$ cat src/rtl/uart_dbg_master_if.sv
// ---------------------------------------------------------------------------
// uart_dbg_master_if
// Bus-side bundle between the UART debug master and the core's
// peripheral/memory bus.
//   mem_wr_en_o    master -> slave  one-cycle write strobe
//   mem_wr_addr_o  master -> slave  write address (holds between writes)
//   mem_wr_data_o  master -> slave  write data (holds between writes)
//   mem_rd_addr_o  master -> slave  read address (holds between reads)
//   mem_rd_data_i  slave -> master  read data, valid one cycle after address
// ---------------------------------------------------------------------------
`timescale 1ns/1ps
interface uart_dbg_master_if;
  logic        mem_wr_en_o;
  logic [31:0] mem_wr_addr_o;
  logic [31:0] mem_wr_data_o;
  logic [31:0] mem_rd_addr_o;
  logic [31:0] mem_rd_data_i;

  modport master (
    output mem_wr_en_o,
    output mem_wr_addr_o,
    output mem_wr_data_o,
    output mem_rd_addr_o,
    input  mem_rd_data_i
  );

  modport slave (
    input  mem_wr_en_o,
    input  mem_wr_addr_o,
    input  mem_wr_data_o,
    input  mem_rd_addr_o,
    output mem_rd_data_i
  );
endinterface

$ cat src/rtl/uart_dbg_master.sv
// ---------------------------------------------------------------------------
// uart_dbg_master
// UART-driven bus initiator for host debug and program download. A host sends
//   A5 a0 a1 a2 a3 d0 d1 d2 d3  -> single write, answered with 06 (ACK)
//   5A a0 a1 a2 a3              -> single read, answered with 4 data bytes
//   any other command byte      -> answered with 15 (NAK)
// Multi-byte fields travel LSB first.
//
// Ports:
//   clk_i        system clock
//   rst_n_i      asynchronous active-low reset
//   uart_rx_i    serial in (idle high)
//   uart_tx_o    serial out (idle high)
//   busy_o       a command is being collected, executed or answered
//   frame_err_o  one-cycle pulse when a received stop bit is 0
//   bus          uart_dbg_master_if.master (memory write/read port)
//
// Optional feature: define UART_DBG_TIMEOUT_EN to abandon a partially
// received command after TIMEOUT_BAUDS bit periods of silence.
// ---------------------------------------------------------------------------
`timescale 1ns/1ps
module uart_dbg_master #(
  parameter int CLK_FREQ      = 50000000,
  parameter int UART_BPS      = 115200,
  parameter int TIMEOUT_BAUDS = 64
) (
  input  logic              clk_i,
  input  logic              rst_n_i,
  input  logic              uart_rx_i,
  output logic              uart_tx_o,
  output logic              busy_o,
  output logic              frame_err_o,
  uart_dbg_master_if.master bus
);

  // Bit period in clock cycles; must be at least 4.
  localparam int          DIV_INT = CLK_FREQ / UART_BPS;
  localparam logic [15:0] DIV_M1  = 16'(DIV_INT - 1);
  localparam logic [15:0] HALF_M1 = 16'((DIV_INT / 2) - 1);

  localparam logic [7:0] CMD_WR = 8'hA5;
  localparam logic [7:0] CMD_RD = 8'h5A;
  localparam logic [7:0] RSP_ACK = 8'h06;
  localparam logic [7:0] RSP_NAK = 8'h15;

  typedef enum logic [1:0] {R_IDLE, R_START, R_DATA, R_STOP} rx_state_t;
  typedef enum logic       {T_IDLE, T_SEND} tx_state_t;
  typedef enum logic [2:0] {P_IDLE, P_ADDR, P_DATA, P_EXEC, P_CAPT, P_RESP} p_state_t;

  // ------------------------------------------------------------------------
  // RX synchronizer and engine
  // ------------------------------------------------------------------------
  logic        rx_meta, rx_sync, rx_prev;
  logic        rx_fall, rx_tick;
  rx_state_t   rx_state, rx_next;
  logic [15:0] rx_cnt;
  logic [2:0]  rx_bit;
  logic [7:0]  rx_shift;
  logic        rx_valid;
  logic [7:0]  rx_byte;

  // Two-flop synchronizer plus one more stage for falling-edge detection.
  always_ff @(posedge clk_i or negedge rst_n_i) begin
    if (!rst_n_i) begin
      rx_meta <= 1'b1;
      rx_sync <= 1'b1;
      rx_prev <= 1'b1;
    end else begin
      rx_meta <= uart_rx_i;
      rx_sync <= rx_meta;
      rx_prev <= rx_sync;
    end
  end

  assign rx_fall = rx_prev & ~rx_sync;
  // The start bit is re-checked half a bit in; every later sample is one full bit apart.
  assign rx_tick = (rx_state == R_START) ? (rx_cnt == HALF_M1) : (rx_cnt == DIV_M1);
  assign rx_byte = rx_shift;

  // RX state register.
  always_ff @(posedge clk_i or negedge rst_n_i) begin
    if (!rst_n_i) rx_state <= R_IDLE;
    else          rx_state <= rx_next;
  end

  // RX next-state logic.
  always_comb begin
    rx_next = rx_state;
    case (rx_state)
      R_IDLE: begin
        if (rx_fall) rx_next = R_START;
        else         rx_next = R_IDLE;
      end
      R_START: begin
        if (rx_tick) begin
          // Line back high at mid start bit: a glitch, drop it silently.
          if (rx_sync) rx_next = R_IDLE;
          else         rx_next = R_DATA;
        end else begin
          rx_next = R_START;
        end
      end
      R_DATA: begin
        if (rx_tick && (rx_bit == 3'd7)) rx_next = R_STOP;
        else                             rx_next = R_DATA;
      end
      R_STOP: begin
        if (rx_tick) rx_next = R_IDLE;
        else         rx_next = R_STOP;
      end
      default: rx_next = R_IDLE;
    endcase
  end

  // RX bit timing, data shift and byte/framing-error pulses.
  always_ff @(posedge clk_i or negedge rst_n_i) begin
    if (!rst_n_i) begin
      rx_cnt      <= 16'd0;
      rx_bit      <= 3'd0;
      rx_shift    <= 8'd0;
      rx_valid    <= 1'b0;
      frame_err_o <= 1'b0;
    end else begin
      rx_valid    <= 1'b0;
      frame_err_o <= 1'b0;
      if ((rx_state == R_IDLE) || rx_tick) rx_cnt <= 16'd0;
      else                                 rx_cnt <= rx_cnt + 16'd1;
      case (rx_state)
        R_START: begin
          if (rx_tick) rx_bit <= 3'd0;
        end
        R_DATA: begin
          if (rx_tick) begin
            rx_shift <= {rx_sync, rx_shift[7:1]};
            rx_bit   <= rx_bit + 3'd1;
          end
        end
        R_STOP: begin
          if (rx_tick) begin
            if (rx_sync) rx_valid    <= 1'b1;
            else         frame_err_o <= 1'b1;
          end
        end
        default: begin
        end
      endcase
    end
  end

  // ------------------------------------------------------------------------
  // TX engine
  // ------------------------------------------------------------------------
  tx_state_t   tx_state, tx_next;
  logic [15:0] tx_cnt;
  logic [3:0]  tx_bit;
  logic [9:0]  tx_frame;
  logic        tx_last, tx_free, tx_start;
  logic [7:0]  tx_data;

  // Final cycle of a stop bit: a new byte may be loaded here so frames abut.
  assign tx_last = (tx_state == T_SEND) && (tx_cnt == DIV_M1) && (tx_bit == 4'd9);
  assign tx_free = (tx_state == T_IDLE) || tx_last;

  // TX state register.
  always_ff @(posedge clk_i or negedge rst_n_i) begin
    if (!rst_n_i) tx_state <= T_IDLE;
    else          tx_state <= tx_next;
  end

  // TX next-state logic.
  always_comb begin
    tx_next = tx_state;
    if (tx_start)     tx_next = T_SEND;
    else if (tx_last) tx_next = T_IDLE;
    else              tx_next = tx_state;
  end

  // TX frame shifter; uart_tx_o is registered and returns high on reset.
  always_ff @(posedge clk_i or negedge rst_n_i) begin
    if (!rst_n_i) begin
      tx_cnt    <= 16'd0;
      tx_bit    <= 4'd0;
      tx_frame  <= 10'h3FF;
      uart_tx_o <= 1'b1;
    end else if (tx_start) begin
      tx_frame  <= {1'b1, tx_data, 1'b0};
      tx_cnt    <= 16'd0;
      tx_bit    <= 4'd0;
      uart_tx_o <= 1'b0;
    end else if (tx_state == T_SEND) begin
      if (tx_cnt == DIV_M1) begin
        tx_cnt <= 16'd0;
        if (tx_bit == 4'd9) begin
          uart_tx_o <= 1'b1;
        end else begin
          tx_bit    <= tx_bit + 4'd1;
          uart_tx_o <= tx_frame[1];
          tx_frame  <= {1'b1, tx_frame[9:1]};
        end
      end else begin
        tx_cnt <= tx_cnt + 16'd1;
      end
    end else begin
      uart_tx_o <= 1'b1;
    end
  end

  // ------------------------------------------------------------------------
  // Command parser
  // ------------------------------------------------------------------------
  p_state_t    p_state, p_next;
  logic        is_wr;
  logic [1:0]  byte_cnt;
  logic [31:0] addr_sh, data_sh, resp;
  logic [2:0]  resp_left;
  logic        tmo_hit;

`ifdef UART_DBG_TIMEOUT_EN
  localparam logic [31:0] TMO_LIMIT = 32'(TIMEOUT_BAUDS * DIV_INT);
  logic [31:0] tmo_cnt;
  logic        collecting;

  assign collecting = (p_state == P_ADDR) || (p_state == P_DATA);
  assign tmo_hit    = collecting && (tmo_cnt == (TMO_LIMIT - 32'd1));

  // Cycles since the last received byte while a command is partially collected.
  always_ff @(posedge clk_i or negedge rst_n_i) begin
    if (!rst_n_i)                   tmo_cnt <= 32'd0;
    else if (!collecting || rx_valid) tmo_cnt <= 32'd0;
    else if (!tmo_hit)              tmo_cnt <= tmo_cnt + 32'd1;
    else                            tmo_cnt <= tmo_cnt;
  end
`else
  // No timeout counter: a partial command waits for its remaining bytes.
  // The compare is false for every meaningful (non-negative) setting.
  assign tmo_hit = (TIMEOUT_BAUDS < 0);
`endif

  // Parser state register and busy flag (busy tracks the next state so it
  // rises with command acceptance and falls on re-entry to P_IDLE).
  always_ff @(posedge clk_i or negedge rst_n_i) begin
    if (!rst_n_i) begin
      p_state <= P_IDLE;
      busy_o  <= 1'b0;
    end else begin
      p_state <= p_next;
      busy_o  <= (p_next != P_IDLE);
    end
  end

  // Parser next-state logic and TX byte hand-off.
  always_comb begin
    p_next   = p_state;
    tx_start = 1'b0;
    tx_data  = resp[7:0];
    case (p_state)
      P_IDLE: begin
        if (rx_valid) begin
          if ((rx_byte == CMD_WR) || (rx_byte == CMD_RD)) p_next = P_ADDR;
          else                                            p_next = P_RESP;
        end else begin
          p_next = P_IDLE;
        end
      end
      P_ADDR, P_DATA: begin
        if (frame_err_o) begin
          p_next = P_IDLE;
        end else if (rx_valid) begin
          if (byte_cnt == 2'd3) begin
            if ((p_state == P_DATA) || !is_wr) p_next = P_EXEC;
            else                               p_next = P_DATA;
          end else begin
            p_next = p_state;
          end
        end else if (tmo_hit) begin
          p_next = P_IDLE;
        end else begin
          p_next = p_state;
        end
      end
      P_EXEC: begin
        if (is_wr) p_next = P_RESP;
        else       p_next = P_CAPT;
      end
      P_CAPT: p_next = P_RESP;
      P_RESP: begin
        if (resp_left != 3'd0) begin
          tx_start = tx_free;
          p_next   = P_RESP;
        end else if (tx_free) begin
          // Last stop bit is completing this cycle.
          p_next = P_IDLE;
        end else begin
          p_next = P_RESP;
        end
      end
      default: p_next = P_IDLE;
    endcase
  end

  // Parser datapath: field assembly, bus outputs and response buffer.
  always_ff @(posedge clk_i or negedge rst_n_i) begin
    if (!rst_n_i) begin
      is_wr             <= 1'b0;
      byte_cnt          <= 2'd0;
      addr_sh           <= 32'd0;
      data_sh           <= 32'd0;
      resp              <= 32'd0;
      resp_left         <= 3'd0;
      bus.mem_wr_en_o   <= 1'b0;
      bus.mem_wr_addr_o <= 32'd0;
      bus.mem_wr_data_o <= 32'd0;
      bus.mem_rd_addr_o <= 32'd0;
    end else begin
      bus.mem_wr_en_o <= 1'b0;
      case (p_state)
        P_IDLE: begin
          if (rx_valid) begin
            is_wr    <= (rx_byte == CMD_WR);
            byte_cnt <= 2'd0;
            if ((rx_byte != CMD_WR) && (rx_byte != CMD_RD)) begin
              resp      <= {24'd0, RSP_NAK};
              resp_left <= 3'd1;
            end
          end
        end
        P_ADDR: begin
          if (rx_valid) begin
            addr_sh  <= {rx_byte, addr_sh[31:8]};
            byte_cnt <= byte_cnt + 2'd1;
            // Present the read address on entry to P_EXEC.
            if ((byte_cnt == 2'd3) && !is_wr) bus.mem_rd_addr_o <= {rx_byte, addr_sh[31:8]};
          end
        end
        P_DATA: begin
          if (rx_valid) begin
            data_sh  <= {rx_byte, data_sh[31:8]};
            byte_cnt <= byte_cnt + 2'd1;
            // Address, data and strobe land together; strobe lasts the P_EXEC cycle only.
            if (byte_cnt == 2'd3) begin
              bus.mem_wr_addr_o <= addr_sh;
              bus.mem_wr_data_o <= {rx_byte, data_sh[31:8]};
              bus.mem_wr_en_o   <= 1'b1;
            end
          end
        end
        P_EXEC: begin
          if (is_wr) begin
            resp      <= {24'd0, RSP_ACK};
            resp_left <= 3'd1;
          end
        end
        P_CAPT: begin
          resp      <= bus.mem_rd_data_i;
          resp_left <= 3'd4;
        end
        P_RESP: begin
          if (tx_start) begin
            resp      <= {8'd0, resp[31:8]};
            resp_left <= resp_left - 3'd1;
          end
        end
        default: begin
        end
      endcase
    end
  end

endmodule

$ cat src/flat_wrapper.sv
// flat-port wrapper written by rule: the top's interface ports become plain ports
module uart_dbg_master_flat 
#(
  parameter int CLK_FREQ      = 50000000,
  parameter int UART_BPS      = 115200,
  parameter int TIMEOUT_BAUDS = 64
)
  (clk_i, rst_n_i, uart_rx_i, uart_tx_o, busy_o, frame_err_o, bus_mem_wr_en_o, bus_mem_wr_addr_o, bus_mem_wr_data_o, bus_mem_rd_addr_o, bus_mem_rd_data_i);
  uart_dbg_master_if bus_i ();
  input  logic clk_i;
  input  logic rst_n_i;
  input  logic uart_rx_i;
  output logic uart_tx_o;
  output logic busy_o;
  output logic frame_err_o;
  output wire logic [$bits(bus_i.mem_wr_en_o)-1:0] bus_mem_wr_en_o;
  output wire logic [$bits(bus_i.mem_wr_addr_o)-1:0] bus_mem_wr_addr_o;
  output wire logic [$bits(bus_i.mem_wr_data_o)-1:0] bus_mem_wr_data_o;
  output wire logic [$bits(bus_i.mem_rd_addr_o)-1:0] bus_mem_rd_addr_o;
  input wire logic [$bits(bus_i.mem_rd_data_i)-1:0] bus_mem_rd_data_i;
  assign bus_mem_wr_en_o = bus_i.mem_wr_en_o;
  assign bus_mem_wr_addr_o = bus_i.mem_wr_addr_o;
  assign bus_mem_wr_data_o = bus_i.mem_wr_data_o;
  assign bus_mem_rd_addr_o = bus_i.mem_rd_addr_o;
  assign bus_i.mem_rd_data_i = bus_mem_rd_data_i;
  uart_dbg_master #(.CLK_FREQ(CLK_FREQ), .UART_BPS(UART_BPS), .TIMEOUT_BAUDS(TIMEOUT_BAUDS)) u_core (.clk_i(clk_i), .rst_n_i(rst_n_i), .uart_rx_i(uart_rx_i), .uart_tx_o(uart_tx_o), .busy_o(busy_o), .frame_err_o(frame_err_o), .bus(bus_i));
endmodule
$ cat config.mk
export PLATFORM = sky130hd
export DESIGN_NAME = uart_dbg_master_flat
export DESIGN_NICKNAME = d
export VERILOG_FILES = /design/src/rtl/uart_dbg_master_if.sv /design/src/rtl/uart_dbg_master.sv /design/src/flat_wrapper.sv
export SDC_FILE = /design/constraint.sdc
export NUM_CORES = 1
export LEC_CHECK = 0
export ABC_AREA = 1
export CORE_ASPECT_RATIO = 0.6
export CORE_UTILIZATION = 35
export CTS_BUF_LIST = sky130_fd_sc_hd__clkbuf_4 sky130_fd_sc_hd__clkbuf_8
export CTS_CLUSTER_SIZE = 25
export DETAILED_ROUTE_END_ITERATION = 8
export SLEW_MARGIN = 15
export SYNTH_ARGS = -nofsm -noshare
export SYNTH_HDL_FRONTEND = slang
export SYNTH_SLANG_ARGS = --single-unit
$ cat constraint.sdc
create_clock -name clk_i -period 2.52 [get_ports clk_i]
set_clock_uncertainty 0.15 [all_clocks]
set_input_delay 0.252 -clock clk_i [delete_from_list [all_inputs] [get_ports clk_i]]
set_output_delay 0.252 -clock clk_i [all_outputs]
set_load 0.02 [all_outputs]
==> results of run 1 <==
layout by cell type, fill, tap and decap left out, types with 17 or more instances in the layout:
master	synthesis	layout
dfrtp_1	247	247
clkbuf_8	0	45
clkbuf_4	0	17
o21ai_1	59	59
nand4_1	17	17
inv_1	120	120
buf_4	0	19
nand3_1	94	94
nand2_1	413	411
a22o_1	20	20
o21ai_0	104	104
nor2_1	76	76
clkdlybuf4s50_1	0	133
logic make-up (layout without fill, tap and decap cells):
| logic type | Yosys count | after routing |
|---|---|---|
| AO/OA/AOI/OAI | 203 | 203 |
| XOR/XNOR | 12 | 12 |
| adder cells (fa/ha/maj) | 14 | 14 |
| buffers and inverters | 191 | 362 |
| flip-flops | 259 | 259 |
| other | 0 | 1 |
| AND/OR/NAND/NOR | 636 | 636 |
power groups by stage:
| stage | clock (uW) | sequential (uW) | combinational, uW |
|---|---|---|---|
| 2_1_floorplan | 0 | 4250 | 39.2 |
| 3_3_place_gp | 0 | 4250 | 202 |
| 3_5_place_dp | 0 | 4250 | 207 |
| 4_1_cts | 3650 | 4180 | 210 |
| 5_1_grt | 3830 | 4180 | 231 |
| 6_report | 3510 | 4180 | 203 |
cell usage after synthesis (4+ instances only):
cell type  count  area (sq um)
inv_2         15         56.30
buf_2         21         105.1
o21ai_0      104         520.5
o21ai_1       59         295.3
ha_1          14         175.2
or2_2          4         25.02
clkbuf_1      30         112.6
nor2_1        76         285.3
dfstp_2       12         315.3
inv_1        120         450.4
dfrtp_1      247          6181
a21oi_1       12         60.06
xor2_1         9         78.83
nand2_1      413          1550
nand3_1       94         470.5
nand4_1       17         106.4
nor2_2         5         31.28
nor3_1        15         75.07
a22o_1        20         175.2
routing by layer:
metal,vias to the layer above,share of wire [%]
met5,-,0.040
met4,2,1.4
met3,42,6.4
met2,266,40
met1,4288,52
li1,4506,-
worst min-delay path, cell delays in order:
cell	delay (ns)
clkdlybuf4s50_1	0.39
nand2_1	0.06
nand2_1	0.05
final timing paths:
| path | end | cells past startpoint | startpoint |
|---|---|---|---|
| max in group asynchronous | u_core.uart_tx_o | 3 | rst_n_i |
| worst min-delay path | u_core.resp[29] | 3 | bus_mem_rd_data_i[29] |
| min in group asynchronous | u_core.bus.mem_wr_data_o[4] | 2 | rst_n_i |
| worst max-delay path | u_core.tx_bit[3] | 10 | u_core.tx_cnt[1] |
| worst min register to register | u_core.rx_sync | 0 | u_core.rx_meta |
| worst max register to register | u_core.tx_bit[3] | 10 | u_core.tx_cnt[1] |
cell type report:
type                       count  area (sq um)  area share (%)
sequential                   259          6496           46.50
timing repair buffer         160          1609           11.52
inverter                     136         511.7           3.663
multi-input combinational    865          4049           28.98
tap                          416         520.5           3.726
antenna                        1         2.502         0.01791
clock inverter                 4         33.78          0.2418
clock buffer                  62         747.0           5.347
through the flow:
stage,instance area (sq um),hold WS [ns]
2_1_floorplan,11310,-0.1936
3_3_place_gp,13170,0.1111
3_5_place_dp,13170,0.1204
4_1_cts,13970,0.05499
5_1_grt,13970,0.08360
6_report,13970,0.08814
sequential cells by signal, indices dropped and copies added (netlist names), 4 cells and up:
name and count:
u_core.addr_sh 32, u_core.rx_byte 8, u_core.rx_cnt 16, u_core.bus.mem_wr_addr_o 32
u_core.bus.mem_rd_addr_o 32, u_core.resp 32, u_core.tx_bit 4, u_core.data_sh 24
u_core.bus.mem_wr_data_o 32, u_core.tx_frame 8, u_core.tx_cnt 16
timing repair:
item / CTS / global route
hold endpoints to repair: 113 / 0
hold buffers: 2 / 0
endpoints found under the setup margin: 0 / 0
==> flow_metrics.tcl, run 1 <==
set metrics [dict create \
    fin_crit_ns 2.124 \
    grt_busiest_layer "met1" \
    placementRows 50 \
    ctsResizeCount 0 \
    fin_crit_sh_pct 84.27 \
    synth_mux_area_share_pct 0 \
    clockBufferDepth 3 \
    avgSynthCellArea_sq_um 8.598 \
    grt.met3_usage_pct 4.086 \
    place_inst 1834 \
    max_slew_margin_pct 58.92 \
    clkSlewWorstSetupHoldPaths_ns 0.06 \
    swShare_pct 22.29 \
    root_buffer "clkbuf_8" \
    critPathKind "register to register" \
    via_per_inst 4.784 \
    grt_pass1_vias 8668 \
    initial_core_util_pct 35.93 \
    utilization_pct 44.39 \
    ir_drop_mv 0.2628 \
    yosys.area_share.simple_pct 23.36 \
    dr.pass1.iters 9 \
    setup_viol 0 \
    end_kind "register" \
    core_sq_um 31470 \
    leakagePower_uw 0.006493 \
    max_freq_mhz 470.9 \
    cts_tree "yes" \
    num_vias 9104 \
    post_cts_buffers 0 \
    ys_warn_count 0 \
    syn_inst 1315 \
    dieHeight_um 141.2 \
    clk_latency_ns 0.56 \
    tns_ns 0 \
    pre_cts_ws_ns 0.4227 \
    drtAntennaViolNets 0 \
    worstMarginPinSlew_ns 0.6162 \
    overflow 0 \
    port-buffer-count 134 \
    grtUsageTotal_pct 17.35 \
    crit_family "simple AND/OR/NAND/NOR gates" \
    cp.arrival_ns 2.41 \
    grtUsageMet1_pct 27.43 \
    fp.dieW_um 234.0 \
    fin_cells 1903 \
    synth_area_sq_um 11310 \
    cp_slowest_cell "dfrtp_1" \
    syn-num-nets 1364 \
    synth_cell_types 37 \
    ys_ff_latch 259 \
    drv_slew 0 \
    comb_power_share_pct 2.6 \
    start_kind "register" \
    drive_gt1_share_pct 9.152 \
    yosysSeqAreaShare_pct 57.46 \
    grt_first_pass_wirelength_um 45970 \
    synth_top_family_by_area "simple AND/OR/NAND/NOR gates" \
    antenna_found_initial 2 \
    ios 135 \
    cap_violations 0 \
    crit_required_ns 2.81 \
    holdCritPathClass "input port to register" \
    pwr-share-clk_pct 44.5 \
    status "complete, but fails checks" \
    fillerInstances 3094 \
    crit_path_frequent_cell "nor2_1" \
    setup_slack_ns 0.3964 \
    areaGrowthSynthToFinish_pct 23.56 \
    ys.flop_type "dfrtp_1" \
    switchingPower_uw 1758 \
    grtUsageMet2_pct 23.38 \
    grt_max_degree 77 \
    drt-wirelength-per-cell_um 14.58 \
    cpPeakStageDelay_ns 0.41 \
    p_seq_share_pct 53.0 \
    total_power_uw 7890 \
    cts-htree-levels 2 \
    clkSinkCount 259 \
    power.density_nw_per_um2 564.8 \
    path_max_fanout 12 \
    violations "DRC" \
    r2r_slack_ns 0.40 \
    place_congestion 0.9099 \
    dieArea_sq_um 33050 \
    rsz0062_at_grt "no" \
    drt_iter0_markers 741 \
    synth_compound_area_share_pct 9.927 \
    crit_buf_inv 2 \
    wl_um 27750 \
    synthXorXnorAreaFrac_pct 0.9296 \
    hold_viol 0 \
    synth-adder-area-share_pct 1.549 \
    dp_hpwl_um 19170 \
    layout.nets 1513 \
    route.detailed.drc 20 \
    internal_power_uw 6132 \
    ys_async_sr_fraction_pct 100.0 \
    synth-edff-count 0 \
    crit_chain "inv_1, ha_1, nand2_1, inv_1, nand2_1, nor2_1, nand3_1, nor2_1, xnor2_1, nor2_1" \
    cts_made_buffers 42 \
]
Power figures use the tool's default switching activity.
==> inputs of run 2 (changes only) <==
clock period = 2.1 ns   (was 2.52 ns; I/O delays follow)
==> run 2 against run 1 <==
- the flow still finishes with violations (DRC)
- combinational power grew 30%
- wire length grew 2.4%
- first-iteration DRC count grew 2.4%
- final area grew 3.0%
- clock power grew 34%
- clock-buffer cell count grew 11
- register-to-register slack lost 0.25 ns
==> flow_metrics.tcl, run 2 (synthesis gave the netlist of run 1 again) <==
set metrics [dict create \
    status "complete, but fails checks" \
    ir_drop_mv 0.3297 \
    rr_endpoint "u_core.rx_cnt[13]" \
    crit_chain "clkdlybuf4s50_1" \
    start_kind "register" \
    ios 135 \
    cp_slowest_cell "clkdlybuf4s50_1" \
    drt_iter0_markers 759 \
    fp.dieW_um 234.0 \
    fin_hold_ws_ns 0.04244 \
    dieHeight_um 141.2 \
    fin_cells 1923 \
    core_sq_um 31470 \
    dieArea_sq_um 33050 \
    leakagePower_uw 0.006670 \
    clkSlewWorstSetupHoldPaths_ns 0.06 \
    crit_required_ns 1.74 \
    total_power_uw 9990 \
    max_slew_margin_pct 62.38 \
    route.detailed.drc 10 \
    crit_family "buffers and inverters" \
    holdCritPathClass "input port to async pin" \
    timing.rr.start "u_core.rx_state[1]" \
    placementRows 50 \
    cts_tree "yes" \
    grt_pass1_vias 8552 \
    clockBufferDepth 3 \
    drtAntennaViolNets 0 \
    dr.pass1.iters 7 \
    cp.arrival_ns 1.61 \
    max_freq_mhz 508.4 \
    cts-htree-levels 2 \
    overflow 0 \
    setup_viol 0 \
    drive_gt1_share_pct 10.75 \
    cap_violations 0 \
    clkSinkCount 259 \
    fin_crit_sh_pct 93.67 \
    path_max_fanout 2 \
    dp_hpwl_um 19070 \
    hold_viol 0 \
    drv_slew 0 \
    violations "DRC" \
    r2r_slack_ns 0.15 \
    grtUsageTotal_pct 17.42 \
    grt_first_pass_wirelength_um 46040 \
    worstMarginPinSlew_ns 0.5642 \
    wl_um 28400 \
    port-buffer-count 134 \
    grt_max_degree 65 \
    clk_latency_ns 0.56 \
    end_kind "output port" \
    place_congestion 0.8883 \
    fin_crit_ns 1.967 \
    place_inst 1834 \
    critPathKind "register to output port" \
    initial_core_util_pct 35.93 \
    layout.nets 1524 \
    num_vias 9087 \
    power.density_nw_per_um2 694.6 \
    antenna_cells 0 \
    antenna_found_initial 0 \
    final_common_cell "nand2_1" \
    reg2reg_depth 11 \
    root_buffer "clkbuf_8" \
    crit_buf_inv 1 \
    final_cell_mix "nand2_1 (410), dfrtp_1 (247), clkdlybuf4s50_1 (132)" \
    areaGrowthSynthToFinish_pct 27.21 \
    cts_made_buffers 42 \
    cpPeakStageDelay_ns 0.70 \
    via_per_inst 4.725 \
    drt-wirelength-per-cell_um 14.77 \
]
run 2: cell types whose count changed in the layout (fill, tap and decap cells not counted), moves of 2 or more:
cell	before	now
buf_12	5	11
nand2_8	0	3
clkbuf_8	45	57
nor2_4	1	3
nor2_1	76	74
clkinvlp_4	0	2
run 2: worst max path at each step:
stage / from / end / depth (start not counted)
after floorplan: u_core.rx_state[1] / u_core.rx_byte[6] / 12
after global placement: u_core.tx_cnt[1] / u_core.resp[31] / 13
after detailed placement: u_core.rx_state[1] / u_core.rx_cnt[13] / 11
after CTS: u_core.rx_state[1] / u_core.rx_byte[5] / 11
after global routing: u_core.tx_cnt[1] / u_core.resp[18] / 13
final: u_core.bus.mem_wr_data_o[19] / bus_mem_wr_data_o[19] / 1
run 2: area by class of cell:
class	count	area, sq um
Fill cell	3066	17090
Sequential cell	259	6496
Multi-Input combinational cell	867	4149
Timing Repair Buffer	169	1774
Clock buffer	73	904.6
Tap cell	416	520.5
Inverter	136	511.7
Clock inverter	3	26.28
run 2: metal layers:
metal	vias up	routed length (um)	track usage, %
li1	4542	-	-
met1	4268	14920	27.27
met2	226	11150	23.24
met3	51	1625	3.762
met4	0	707	5.913
met5	-	0	0
run 2: report_power, final:
group          leakage, uW  switching, uW  internal [uW]  total [uW]
Clock             0.000490           2010           2700        4710
Combinational      0.00277            161            104         264
Sequential         0.00341           11.6           5000        5010
Total              0.00667           2180           7810        9990
run 2: per-stage QoR:
step / TNS, ns / utilization, % / area (sq um) / setup WS (ns)
final: 0 / 45.71 / 14380 / 0.1330
after global routing: -0.001949 / 45.71 / 14380 / -0.001949
after CTS: 0 / 45.20 / 14220 / 0.01107
after detailed placement: 0 / 42.08 / 13240 / 0.001677
after global placement: 0 / 42.08 / 13240 / 0.1550
after floorplan: 0 / - / 11310 / 0.2547
run 2: repair_timing:
item,CTS,global route
pin swaps,0,3
gates cloned,0,3
hold buffers,3,0
buffers inserted,3,4
gates resized for setup,1,16
hold endpoints to repair,249,0
setup endpoints to repair,2,72
==> inputs of run 3 (changes only) <==
PLACE_DENSITY_LB_ADDON = 0.25   (was default)
==> run 3 against run 2 <==
- the flow still finishes with violations (DRC)
- clock power down 2%
- worst setup slack better by 0.0031 ns
- via count is 0.35% higher
- total power decreased by 0.99%
- critical endpoint is now bus_mem_rd_addr_o[17]
- largest cell class unchanged
- largest power group unchanged
==> flow_metrics.tcl, run 3 (synthesis gave the netlist of run 1 again) <==
set metrics [dict create \
    dr_wl_met2_um 10650 \
    antenna_cells 0 \
    port-buffer-count 134 \
    cpPeakStageDelay_ns 0.64 \
    cts_made_buffers 42 \
    max_freq_mhz 509.2 \
    worstMarginPinSlew_ns 0.5448 \
    critPathKind "register to output port" \
    core_sq_um 31470 \
    via_per_inst 4.757 \
    start_kind "register" \
    met1_length_um 14600 \
    setup_slack_ns 0.1361 \
    status "complete, but fails checks" \
    cp.arrival_ns 1.60 \
    grt_first_pass_wirelength_um 45630 \
    path_max_fanout 2 \
    max_slew_margin_pct 63.68 \
    violations "DRC" \
    crit_buf_inv 1 \
    antenna_found_initial 1 \
    drive_gt1_share_pct 10.39 \
    fp.dieW_um 234.0 \
    end_kind "output port" \
    cp-startpoint "u_core.bus.mem_rd_addr_o[17]" \
    areaGrowthSynthToFinish_pct 26.13 \
    grt_pass1_vias 8621 \
    timing.rr.start "u_core.rx_byte[7]" \
    layout.nets 1520 \
    pre_cts_ws_ns 0.03947 \
    final_common_cell "nand2_1" \
    dieHeight_um 141.2 \
    top_layer_used "met5" \
    drt_iter0_markers 701 \
    num_vias 9119 \
    place_congestion 0.8353 \
    final_cell_mix "nand2_1 (410), dfrtp_1 (246), clkdlybuf4s50_1 (132)" \
    fin_crit_sh_pct 93.52 \
    ios 135 \
    fin_crit_ns 1.964 \
    post_cts_buffers 0 \
    clkSinkCount 259 \
    crit_family "buffers and inverters" \
    wl_um 27650 \
    tns_ns 0 \
    placementRows 50 \
    drt-wirelength-per-cell_um 14.42 \
    crit_required_ns 1.74 \
    grt_max_degree 95 \
    power.density_nw_per_um2 693.6 \
    grtUsageTotal_pct 17.21 \
    wl_met3_um 1845 \
    crit_chain "clkdlybuf4s50_1" \
    clkSlewWorstSetupHoldPaths_ns 0.06 \
    root_buffer "clkbuf_8" \
    utilization_pct 45.32 \
    initial_core_util_pct 35.93 \
    dp_hpwl_um 18610 \
    ir_drop_mv 0.3506 \
    setup_viol 0 \
    rsz0062_at_grt "no" \
    clockBufferDepth 3 \
    drv_slew 0 \
    clk_latency_ns 0.56 \
    overflow 0 \
    route.detailed.drc 11 \
    dr.pass1.iters 9 \
    cap_violations 0 \
    drtAntennaViolNets 0 \
    holdCritPathClass "input port to async pin" \
    cts-htree-levels 2 \
    leakagePower_uw 0.006631 \
    dieArea_sq_um 33050 \
    hold_viol 0 \
    cts_tree "yes" \
    cp_slowest_cell "clkdlybuf4s50_1" \
]
run 3: path summary, 6_finish.rpt:
path                                                    end  slack [ns]  cells after the start
worst max-delay path                  bus_mem_rd_addr_o[17]        0.14                      1
worst min-delay path            u_core.bus.mem_rd_addr_o[7]        0.03                      2
worst max register to register              u_core.resp[29]        0.17                      9
worst min register to register               u_core.rx_sync        0.21                      0
max in group asynchronous                    u_core.rx_sync        0.98                      3
min in group clk_i                          u_core.resp[25]        0.06                      3
run 3: layout make-up:
type                    count  area (sq um)
fillers                  3059         17210
repair buffers            166          1719
well taps                 416         520.5
flip-flops and latches    259          6497
clock buffers              69         824.5
clock inverters             5         60.06
inverters                 136         525.5
multi-input cells         866          4113
run 3: where the power goes:
group          leakage (uW)  internal [uW]  switching [uW]
registers           0.00341           5000            11.1
logic               0.00275            101             151
clock network      0.000477           2610            2020
total               0.00663           7710            2180
run 3: repair_timing:
action / 4_1_cts / 5_1_grt
endpoints found under the setup margin: 0 / 66
resized for setup: 0 / 14
hold buffers: 2 / 0
hold endpoints to repair: 248 / 0
run 3: through the flow:
stage / cell area (sq um) / cells / power (uW) / hold slack, ns
after floorplan: 11310 / 1315 / 5144 / -0.2356
after global placement: 13270 / 1840 / 5349 / 0.02402
final: 14260 / 1917 / 9891 / 0.02939
after CTS: 14180 / 1916 / 10040 / 0.01127
after global routing: 14260 / 1917 / 10300 / 0.03954
after detailed placement: 13270 / 1840 / 5351 / 0.03000
run 3: routing by layer:
metal	vias to the layer above	global-route usage, %
met4	2	5.092
met2	246	22.88
met1	4282	27.01
met5	-	0
li1	4537	-
met3	52	4.167
